`src/rtl/pulse_pkg.sv`:
```
// Shared types and width constants for the pulse sequencer slice.
package pulse_pkg;

    localparam int PER_W = 32;
    localparam int SEG_W = 16;
    localparam int CNT_W = 8;

    typedef enum logic [2:0] {
        NUT,
        NUT_GAP,
        P1,
        DEL,
        P2,
        ECHO_GAP,
        WAIT
    } state_t;

    // Timing words that shape the segment sequence of one period
    typedef struct packed {
        logic [CNT_W-1:0] nut_w;
        logic [SEG_W-1:0] nut_d;
        logic [SEG_W-1:0] p1wid;
        logic [SEG_W-1:0] del;
        logic [SEG_W-1:0] p2wid;
        logic [CNT_W-1:0] cp;
    } seq_t;

    // A segment: which state, how many cycles it lasts, pulse-2 repeats left
    typedef struct packed {
        state_t           st;
        logic [SEG_W:0]   len;
        logic [CNT_W-1:0] left;
    } seg_t;

    // Length in cycles of a segment; skipped segments report zero
    function automatic logic [SEG_W:0] seg_len(seq_t p, state_t st);
        logic [SEG_W:0] len;
        len = '0;
        case (st)
            NUT:      len = (SEG_W+1)'(p.nut_w);
            NUT_GAP:  len = (p.nut_w != '0) ? (SEG_W+1)'(p.nut_d) : '0;
            P1:       len = (SEG_W+1)'(p.p1wid);
            DEL:      len = (p.cp != '0) ? (SEG_W+1)'(p.del) : '0;
            P2:       len = (SEG_W+1)'(p.p2wid);
            ECHO_GAP: len = {p.del, 1'b0};
            default:  len = '0;
        endcase
        return len;
    endfunction

endpackage

```
`src/rtl/blank_stretch.sv`:
```
// Receiver blanking: inhib follows the RF gate and is held for p_bl cycles
// after every falling edge of the gate.
module blank_stretch
    import pulse_pkg::*;
(
    input  logic             clk,
    input  logic             rst,
    input  logic             pulse,   // gate level that appears on the next edge
    input  logic [CNT_W-1:0] p_bl,
    output logic             inhib
);

    logic             pulse_q;
    logic [CNT_W-1:0] stretch;
    logic [CNT_W-1:0] stretch_d;

    // Reload on a 1->0 gate transition, otherwise count down to zero
    always_comb begin
        stretch_d = '0;
        if (pulse_q && !pulse) begin
            stretch_d = p_bl;
        end else if (stretch != '0) begin
            stretch_d = stretch - CNT_W'(1);
        end
    end

    // Register the stretch counter and the blanking output alongside the gate
    always_ff @(posedge clk) begin
        if (rst) begin
            pulse_q <= 1'b0;
            stretch <= '0;
            inhib   <= 1'b0;
        end else begin
            pulse_q <= pulse;
            stretch <= stretch_d;
            inhib   <= pulse || (stretch_d != '0);
        end
    end

endmodule

```
`src/rtl/pulse_sequencer.sv`:
```
// Period-driven pulse scheduler: nutation pulse, gap, pulse 1, delay and a
// CPMG train of pulse-2 repeats, restarted at every period boundary.
module pulse_sequencer
    import pulse_pkg::*;
#(
    parameter int MIN_PER = 2
) (
    input  logic             clk,
    input  logic             rst,
    input  logic [PER_W-1:0] per,
    input  logic [CNT_W-1:0] nut_w,
    input  logic [SEG_W-1:0] nut_d,
    input  logic [SEG_W-1:0] p1wid,
    input  logic [SEG_W-1:0] del,
    input  logic [SEG_W-1:0] p2wid,
    input  logic [CNT_W-1:0] cp,
    input  logic             bl,
    input  logic [CNT_W-1:0] p_bl,
    output logic             sync_out,
    output logic             pulse,
    output logic             inhib,
    output logic             active,
    output logic [CNT_W-1:0] echo_idx
);

    localparam logic [PER_W-1:0] MIN_P = PER_W'(MIN_PER);

    seq_t             raw;
    seq_t             sh;
    logic [PER_W-1:0] per_sh;
    logic             bl_sh;
    logic [CNT_W-1:0] p_bl_sh;

    logic [PER_W-1:0] pcnt;
    logic [PER_W-1:0] per_eff;
    logic             start_pending;
    logic             boundary;

    state_t           state;
    logic [SEG_W:0]   seg_cnt;
    logic [CNT_W-1:0] left;
    seg_t             nxt;
    logic             pulse_d;
    logic [CNT_W-1:0] echo_d;

    // Walk forward from a segment to the first non-empty one (or WAIT).
    // With adv set the starting segment is left first; otherwise it is
    // itself a candidate. Zero-length segments therefore cost no cycles.
    function automatic seg_t walk(seq_t p, state_t st0, logic [CNT_W-1:0] left0, logic adv);
        state_t           st;
        logic [CNT_W-1:0] lf;
        logic             step;
        logic             done;
        seg_t             r;
        st   = st0;
        lf   = left0;
        step = adv;
        done = 1'b0;
        for (int i = 0; i < 8; i++) begin
            if (!done && !step && (st == WAIT || seg_len(p, st) != '0)) begin
                done = 1'b1;
            end
            if (!done) begin
                step = 1'b0;
                case (st)
                    NUT:      st = NUT_GAP;
                    NUT_GAP:  st = P1;
                    P1:       st = DEL;
                    DEL: begin
                        if (p.cp != '0) st = P2;
                        else            st = WAIT;
                        lf = p.cp;
                    end
                    P2: begin
                        // An empty pulse-2 width collapses the whole train
                        if (lf > CNT_W'(1) && p.p2wid != '0) begin
                            st = ECHO_GAP;
                            lf = lf - CNT_W'(1);
                        end else begin
                            st = WAIT;
                        end
                    end
                    ECHO_GAP: st = P2;
                    default:  st = WAIT;
                endcase
            end
        end
        r.st   = st;
        r.len  = seg_len(p, st);
        r.left = lf;
        return r;
    endfunction

    assign raw      = {nut_w, nut_d, p1wid, del, p2wid, cp};
    assign per_eff  = (per_sh < MIN_P) ? MIN_P : per_sh;
    // Last cycle of a period, or the first cycle out of reset
    assign boundary = start_pending || (pcnt == per_eff - PER_W'(1));

    // Next segment, next gate level and next echo count
    always_comb begin
        nxt     = '{st: state, len: seg_cnt, left: left};
        pulse_d = 1'b0;
        echo_d  = echo_idx;
        if (boundary) begin
            // New period starts from the live inputs being shadowed this cycle;
            // anything still running is abandoned here.
            nxt    = walk(raw, NUT, '0, 1'b0);
            echo_d = '0;
        end else begin
            if (state != WAIT) begin
                if (seg_cnt == (SEG_W+1)'(1)) begin
                    nxt = walk(sh, state, left, 1'b1);
                end else begin
                    nxt.len = seg_cnt - (SEG_W+1)'(1);
                end
            end
            if (state == P2 && seg_cnt == (SEG_W+1)'(1) && echo_idx < sh.cp) begin
                echo_d = echo_idx + CNT_W'(1);
            end
        end
        pulse_d = (nxt.st == NUT) || (nxt.st == P2) ||
                  (nxt.st == P1 && (boundary ? bl : bl_sh));
    end

    // Period counter, FSM state register and registered outputs
    always_ff @(posedge clk) begin
        if (rst) begin
            start_pending <= 1'b1;
            pcnt          <= '0;
            state         <= WAIT;
            seg_cnt       <= '0;
            left          <= '0;
            sync_out      <= 1'b0;
            pulse         <= 1'b0;
            active        <= 1'b0;
            echo_idx      <= '0;
        end else begin
            start_pending <= 1'b0;
            pcnt          <= boundary ? '0 : pcnt + PER_W'(1);
            state         <= nxt.st;
            seg_cnt       <= nxt.len;
            left          <= nxt.left;
            sync_out      <= boundary;
            pulse         <= pulse_d;
            active        <= (nxt.st != WAIT);
            echo_idx      <= echo_d;
        end
    end

    // Shadow the programming words so UART updates only affect the next period
    always_ff @(posedge clk) begin
        if (boundary) begin
            sh      <= raw;
            per_sh  <= per;
            bl_sh   <= bl;
            p_bl_sh <= p_bl;
        end
    end

    blank_stretch u_blank (
        .clk   (clk),
        .rst   (rst),
        .pulse (pulse_d),
        .p_bl  (p_bl_sh),
        .inhib (inhib)
    );

endmodule

```
`config.mk`:
```
export PLATFORM = sky130hd
export DESIGN_NAME = pulse_sequencer
export DESIGN_NICKNAME = d
export VERILOG_FILES = /design/src/rtl/pulse_pkg.sv /design/src/rtl/blank_stretch.sv /design/src/rtl/pulse_sequencer.sv
export SDC_FILE = /design/constraint.sdc
export NUM_CORES = 1
export LEC_CHECK = 0
export BUFFER_PORTS_ARGS = -buffer_cell sky130_fd_sc_hd__buf_2
export CAP_MARGIN = 30
export CORE_MARGIN = 4
export CORE_UTILIZATION = 35
export DETAILED_ROUTE_END_ITERATION = 16
export SLEW_MARGIN = 20
export SYNTH_ARGS = -nofsm -noshare
export SYNTH_HDL_FRONTEND = slang
export SYNTH_SLANG_ARGS = --single-unit
```
`constraint.sdc`:
```
create_clock -name clk -period 10.25 [get_ports clk]
set_input_delay 0.5125 -clock clk [delete_from_list [all_inputs] [get_ports clk]]
set_output_delay 0.5125 -clock clk [all_outputs]
set_load 0.005 [all_outputs]
```
==> results of run 1 <==
## worst reg2reg max path: stages, from the launching register on
cell	delay, ps
sky130_fd_sc_hd__edfxtp_1	450
sky130_fd_sc_hd__nor3_2	360
sky130_fd_sc_hd__nand3_1	460
sky130_fd_sc_hd__o41ai_2	520
sky130_fd_sc_hd__ha_1	340
sky130_fd_sc_hd__nor4b_1	380
sky130_fd_sc_hd__nand2_1	260
sky130_fd_sc_hd__or4_1	480
sky130_fd_sc_hd__o31ai_1	260
sky130_fd_sc_hd__o2111ai_1	140
sky130_fd_sc_hd__a2111oi_0	520
sky130_fd_sc_hd__a41o_4	790
sky130_fd_sc_hd__nand2b_1	730
sky130_fd_sc_hd__nor2_1	120
sky130_fd_sc_hd__a221o_1	390
sky130_fd_sc_hd__o221ai_1	180
sky130_fd_sc_hd__a21oi_1	60
## final cells by class
| cell class | count | area (µm²) | area share (%) |
|---|---|---|---|
| clock inverter | 20 | 269 | 1.96 |
| timing repair buffer | 147 | 781 | 5.69 |
| tap | 442 | 553 | 4.03 |
| multi-input combinational | 933 | 6160 | 44.9 |
| clock buffer | 24 | 601 | 4.38 |
| inverter | 30 | 113 | 0.820 |
| sequential | 202 | 5250 | 38.2 |
| antenna | 1 | 2.50 | 0.0182 |
## final timing paths
path	start	endpoint	slack, ps	cells after the start
setup / recovery	per_sh[11]$_DFFE_PN_	left[5]$_SDFFE_PP0P_	3680	16
hold reg to reg	pcnt[0]$_SDFF_PP0_	pcnt[0]$_SDFF_PP0_	520	1
setup reg to reg	per_sh[11]$_DFFE_PN_	left[5]$_SDFFE_PP0P_	3680	16
hold / removal	nut_d[3]	sh[59]$_DFFE_PN_	160	1
## registers in the layout (all words and copies together), names as in the netlist
name,count
start_pending,1
active,1
left,8
sh,80
bl_sh,1
u_blank.stretch,8
u_blank.inhib,1
per_sh,32
p_bl_sh,8
pcnt,32
sync_out,1
state,3
pulse,1
seg_cnt,17
echo_idx,8
## cells in the final DEF (no fill, tap or decap), types with 14 or more instances in the layout
cell type	n
sky130_fd_sc_hd__edfxtp_1	120
sky130_fd_sc_hd__inv_1	30
sky130_fd_sc_hd__a221o_1	30
sky130_fd_sc_hd__nand3_1	41
sky130_fd_sc_hd__nand2_1	103
sky130_fd_sc_hd__dfxtp_1	82
sky130_fd_sc_hd__or3_1	15
sky130_fd_sc_hd__a21oi_1	76
sky130_fd_sc_hd__buf_2	134
sky130_fd_sc_hd__a221oi_1	21
sky130_fd_sc_hd__nor4_1	43
sky130_fd_sc_hd__xor2_1	37
sky130_fd_sc_hd__nand4_1	20
sky130_fd_sc_hd__o31ai_1	14
sky130_fd_sc_hd__or4_1	16
sky130_fd_sc_hd__ha_1	21
sky130_fd_sc_hd__xnor2_1	59
sky130_fd_sc_hd__nor3_1	36
sky130_fd_sc_hd__nor2_1	129
sky130_fd_sc_hd__o21ai_0	35
sky130_fd_sc_hd__clkbuf_16	24
## per-stage QoR
step	area, µm²	setup WS [ps]	util, %	instances
2_1_floorplan	11700	1860	-	1225
6_report	13700	3680	41.9	1799
3_5_place_dp	12800	3830	39.2	1753
4_1_cts	13700	3830	41.8	1797
3_3_place_gp	12800	3630	39.1	1751
5_1_grt	13700	3170	41.9	1798
## power by group
part,leakage [µW],switching (µW),internal (µW),total [µW]
Combinational,0.00263,223,151,374
Clock,0.000422,351,581,932
Sequential,0.00184,55.4,916,972
Total,0.00489,630,1650,2280
## metal layers
| layer | track usage (%) | share of wire, % |
|---|---|---|
| met5 | 0 | 0 |
| met4 | 4.34 | 2.2 |
| met3 | 2.41 | 6.9 |
| met2 | 28.9 | 44 |
| met1 | 27.8 | 47 |
## cells by family (layout without fill, tap and decap cells)
logic type	Yosys count	after routing	share of synthesized area, %
fa+ha+maj	21	21	2.24
xor+xnor	96	96	7.16
simple gates	496	496	22.4
other cells	0	1	0
flops	202	202	44.6
mux	16	16	1.40
compound gates	304	304	19.2
buf+inv	90	221	3.04
==> metrics list, run 1 <==
- Number of enable flip-flop cells after synthesis: 120
* CTS Buf Count: 24
- Using the TritonRoute via totals, the vias-per-cell ratio works out to 5.77.
- DRT antenna net count: 0
- The floorplan step defined a die boundary enclosing 36,600 µm².
* Seq cells post-synth: 202
* Count of distinct cell types in the synthesized netlist: 91
- Measured along the y axis, the die boundary spans 191 µm.
* Worst hold path class: input port to flip-flop
* Average routed wire per standard cell: 19.7 µm
- Average cell area after synthesis: 9.59 µm²
- For the pin with the worst max-slew slack, the measured transition is 953 ps.
- Post-synth design cell area: 11,700 µm²
- The signal on the critical path passes through nor3_2 -> nand3_1 -> o41ai_2 -> ha_1 -> nor4b_1 -> nand2_1 -> or4_1 -> o31ai_1 -> o2111ai_1 -> a2111oi_0 -> a41o_4 -> nand2b_1 -> nor2_1 -> a221o_1 -> o221ai_1 -> a21oi_1.
* Most common library cells after synthesis: sky130_fd_sc_hd__nor2_1 (129), sky130_fd_sc_hd__edfxtp_1 (120), sky130_fd_sc_hd__nand2_1 (103)
* CTS sink count: 202
- Cells with a size suffix above 1 make up 17.6% of the layout.
* Critical path start-end classification: flip-flop to flip-flop
- Input/output buffers: 134
* Critical Path Slowest Stage Cell: sky130_fd_sc_hd__a41o_4
- Total routed wirelength: 35.5 mm
- Broken down by cell family, the worst path's largest delay share belongs to compound AO/OA/AOI/OAI gates.
* Power per cell area: 166 nW/µm²
- sky130_fd_sc_hd__edfxtp_1 takes more of the synthesized area than any other cell.
* Max Transition Viols Final: 0
* Worst hold slack: 161 ps
- Critical path capture point type: flip-flop
- Total number of yosys warnings: 0
- Worst slew margin relative to its limit: 35.9%
- Post-synth top flop: sky130_fd_sc_hd__edfxtp_1
- Largest cells by area after synthesis: sky130_fd_sc_hd__edfxtp_1 (31%), sky130_fd_sc_hd__dfxtp_1 (14%), sky130_fd_sc_hd__xnor2_1 (4.4%)
- Setup repair after global routing left no endpoint under its margin.
- The cell sitting at the root of the clock tree is a sky130_fd_sc_hd__clkbuf_16.
- The worst setup path is launched from a flip-flop.
* Post-synthesis cell count: 1,225
* Width of the chip: 191 µm
- Number of antenna violations at the first check in global routing: 0
- Entering global routing, the biggest net connects 64 pins.
- Along the worst path, the maximum fanout reaches 63.
- Setup TNS: 0 ps
* Timing-limited maximum frequency: 152 MHz
- Total leakage power: 0.00489 µW
- Post-layout power: 2280 µW
- Together, buffers and inverters on the worst path number 0.
* Buffer depth of the longest clock path: 3
- The first global-routing pass estimated 54.7 mm of wire.
- Clock-pin slew was measured on the worst setup and hold paths at 60 ps.
- In this run the number of H-tree levels came out at 1.
* Setup bufs post-CTS: 0
- The final critical path takes up 64.1% of the cycle.
- Yosys instantiated no cell more often than sky130_fd_sc_hd__nor2_1.
- The top cell type by area accounts for 30.7% of the synthesized area.
* Num ports: 135
* Post_cts resized: 0
- Global route overflow: 0
* Number of global-route vias before repair: 9,641
- On the worst path, the slowest cell contributes a delay of 790 ps.
* Data required time of the critical path: 10,640 ps
- Final hold violations: 0
- Gpl congestion: 0.903
- Setup violations remaining at the end of the flow were counted as 0.
- Dpl hpwl: 26.9 mm
* Final min period: 6570 ps
- Number of fill cells in the layout: 3,195
* Total GRT Usage: 18.7%
* Post-Synthesis Net Count: 1,369
- Data on the critical path arrives at its endpoint at 6960 ps.
- Core region area: 32,800 µm²
- For this run, the register share of the synthesized area comes to 44.6%.
- Worst clock skew on the final layout: 31.1 ps
* Effective utilization at floorplan: 35.8%
* Run status: finished clean
* # Max-Cap Violations: 0
- Peak ir drop on the vdd network: 0.124 mV
- First-pass iteration count of the detailed router: 5
- Clock tree from TritonCTS: done
* Number of remaining DRC errors: 0
* Post-cts hold buffer count: 0
- Area Growth Syn to Fin: 16.8%
- Number of DRC markers after the initial detailed-route iteration: 1,064
- After synthesis, the share of flip-flops with an asynchronous set or reset is 0%.
* Placement row count: 66
* Total Nets Final: 1,482
- For the worst-skew pair, the clock arrives at the later sink with an insertion delay of 530 ps.
- For this block, the via count after detailed routing is 10.4k.
No activity file was read; power rests on OpenSTA's default activity.
==> run 2: changes to the inputs <==
- clock period: 10.25 -> 6 ns (I/O delays scaled with it)
==> run 2 against run 1 <==
Combinational power is 86% higher. Sequential power is 71% higher. Final area is 7.6% higher. Clock power is 68% higher. Non-clock buffer count is 107 higher.
==> metrics list, run 2 (synthesis gave the netlist of run 1 again) <==
- Post-layout power: 3930 µW
- Clock-pin slew was measured on the worst setup and hold paths at 60 ps.
* Maximum number of pins on one net before global-route repair: 69
- Sum of met2 wire segment lengths after detailed routing: 16.5 mm
- Number of buffers and inverters on the critical path: 0
- Max Transition Viols Final: 0
* Clock power share: 40.0%
- Critical path start-end classification: flip-flop to flip-flop
- For this design the top-level I/O count stands at 135.
* Global route overflow: 0
- The cell sitting at the root of the clock tree is a sky130_fd_sc_hd__clkbuf_16.
- First-pass iteration count of the detailed router: 8
* Effective utilization at floorplan: 35.8%
- Total GRT Usage: 19.1%
- The highest layer touched by signal routing is met4.
- Between clock sinks in the finished design, the worst skew comes to 12.8 ps.
* Setup TNS: 0 ps
- Clock network latency to the later pin of the worst-skew pair: 530 ps
* Net switching power figure: 1080 µW
- The final number of hold-violating endpoints was 0.
* Total Nets Final: 1,589
- The routed design could run at a clock period as short as 5610 ps.
* Critical Path Slowest Stage Cell: sky130_fd_sc_hd__a2111oi_0
- Setup violations remaining at the end of the flow were counted as 0.
- Width of the chip: 191 µm
- CTS Buf Count: 24
- Once detailed placement completed, the half-perimeter wirelength came to 27.3 mm.
- The share of total power dissipated in sequential elements is 42.3%.
* Worst slew margin relative to its limit: 39.0%
* Leading cell type in the layout, fill and taps excluded: sky130_fd_sc_hd__buf_2
- Number of global-route vias before repair: 10.3k
- Gpl congestion: 0.927
- The initial antenna violation count came to 0.
* Critical path capture point type: flip-flop
- Measured on the finished design, the core utilization comes to 45.0%.
* Via density: 5.68
* Highest-count cells in the layout ignoring fill and taps: sky130_fd_sc_hd__buf_2 (134), sky130_fd_sc_hd__nor2_1 (129), sky130_fd_sc_hd__edfxtp_1 (120), sky130_fd_sc_hd__nand2_1 (103), sky130_fd_sc_hd__dlygate4sd3_1 (97)
* Data required time of the critical path: 6370 ps
- Total leakage power: 0.00535 µW
- Worst hold path class: input port to flip-flop
* Placement row count: 66
- CTS sink count: 202
- The die covers 36,600 µm².
- Number of remaining DRC errors: 0
- Dividing total power by cell area gives a power density of 266 nW/µm².
* Run status: finished clean
- Share of the clock period used by the worst path after layout: 93.5%
- Wire length on met3: 2.49 mm
- The worst setup path is launched from a flip-flop.
- In this run the number of H-tree levels came out at 1.
* Worst-Margin Slew: 907 ps
* Detailed-routing wirelength on met1: 16.4 mm
- Crit path DAT: 5980 ps
- Area Growth Syn to Fin: 25.7%
- Biggest regs: sh x80, pcnt x32, per_sh x32
* Average routed wire per standard cell: 19.2 µm
- The core region is 32,800 µm².
- Across the run, the number of max-cap violations was 0.
* Timing-limited maximum frequency: 178 MHz
- The internal portion of the total power is 2860 µW.
- The detailed router finished its first iteration with 1,001 violations.
- The first global-routing pass estimated 55.9 mm of wire.
* Die Height: 191 µm
- Summed over all layers, the routed wires come to 36.6 mm.
- Port buffering added 134 buffers.
* Register containing the most flip-flops in the final layout: sh
* DR vias: 10.8k
- Number of fill cells in the layout: 3,110
- Traced cell by cell, the critical path runs through nor4_2 -> nand3b_1 -> o41ai_2 -> ha_1 -> nor4b_1 -> nand2_1 -> or4_1 -> o31ai_1 -> o2111ai_1 -> a2111oi_0 -> a41o_4 -> mux2i_1 -> o21ba_2 -> o2111a_2 -> nor2_1 -> a311oi_1.
* Crit path largest cell delay: 490 ps
- Clock tree from TritonCTS: done
- The cell family contributing the most delay on the critical path is compound AO/OA/AOI/OAI gates.
- Buffer depth of the longest clock path: 3
* DRT antenna net count: 0
- Part of the total power dissipated in combinational logic: 17.7%
* Switching portion of total power: 27.4%
- Critical path fanouts, max: 12
- In the final layout, the share of cells above drive strength 1 is 16.8%.
- Number of flip-flops under the largest register name: 80
- Across the VDD grid, the largest voltage drop is 0.210 mV.
[run 2: path summary, 6_finish.rpt]
kind,end,cells past startpoint,slack (ps),start
worst min-delay path,sh[51]$_DFFE_PN_,1,20,p1wid[11]
worst max-delay path,u_blank.stretch[6]$_SDFF_PP0_,16,390,per_sh[25]$_DFFE_PN_
worst max register to register,u_blank.stretch[6]$_SDFF_PP0_,16,390,per_sh[25]$_DFFE_PN_
worst min register to register,pcnt[0]$_SDFF_PP0_,1,520,pcnt[0]$_SDFF_PP0_
[run 2: through the flow]
step / setup slack, ps / cell area (µm²) / hold slack (ps) / instances
finish: 388 / 14800 / 22.1 / 1906
CTS: 329 / 14800 / 1.12 / 1905
global route: -0.907 / 14800 / 11.0 / 1905
floorplan: 423 / 11800 / 328 / 1225
global placement: 527 / 12900 / 477 / 1763
detailed placement: 342 / 12900 / 478 / 1764
[run 2: repair_timing]
item / in CTS / in global routing
buffers inserted: 0 / 0
endpoints found under the setup margin: 0 / 39
hold buffers: 97 / 0
gates resized for setup: 0 / 1
hold endpoints to repair: 97 / 0
[run 2: layout make-up]
cell class | count | area [µm²] | area share (%)
multi-input cells | 933 | 6160 | 41.8
clock inverters | 14 | 204 | 1.38
well taps | 442 | 553 | 3.75
clock buffers | 30 | 654 | 4.43
diodes | 1 | 2.50 | 0.0170
inverters | 30 | 113 | 0.763
flip-flops and latches | 202 | 5250 | 35.5
repair buffers | 254 | 1830 | 12.4
[run 2: per-layer routing]
metal	vias up	GRT usage, %
li1	5162	-
met5	-	0
met4	0	6.13
met3	80	3.03
met1	5125	26.4
met2	467	30.6
[run 2: power groups by stage]
stage               registers (µW)  clock network [µW]  logic [µW]
floorplan                     1650                   0         454
global placement              1690                   0         625
detailed placement            1690                   0         634
CTS                           1660                1600         688
global route                  1670                1650         770
finish                        1660                1570         697
[run 2: worst reg2reg max path, cell delays in order (launching register included)]
cell                        delay [ps]
sky130_fd_sc_hd__edfxtp_1          470
sky130_fd_sc_hd__nor4_2            480
sky130_fd_sc_hd__nand3b_1          190
sky130_fd_sc_hd__o41ai_2           420
sky130_fd_sc_hd__ha_1              330
sky130_fd_sc_hd__nor4b_1           400
sky130_fd_sc_hd__nand2_1           280
sky130_fd_sc_hd__or4_1             450
sky130_fd_sc_hd__o31ai_1           250
sky130_fd_sc_hd__o2111ai_1         140
sky130_fd_sc_hd__a2111oi_0         490
sky130_fd_sc_hd__a41o_4            370
sky130_fd_sc_hd__mux2i_1           230
sky130_fd_sc_hd__o21ba_2           190
sky130_fd_sc_hd__o2111a_2          200
sky130_fd_sc_hd__nor2_1            400
sky130_fd_sc_hd__a311oi_1          160
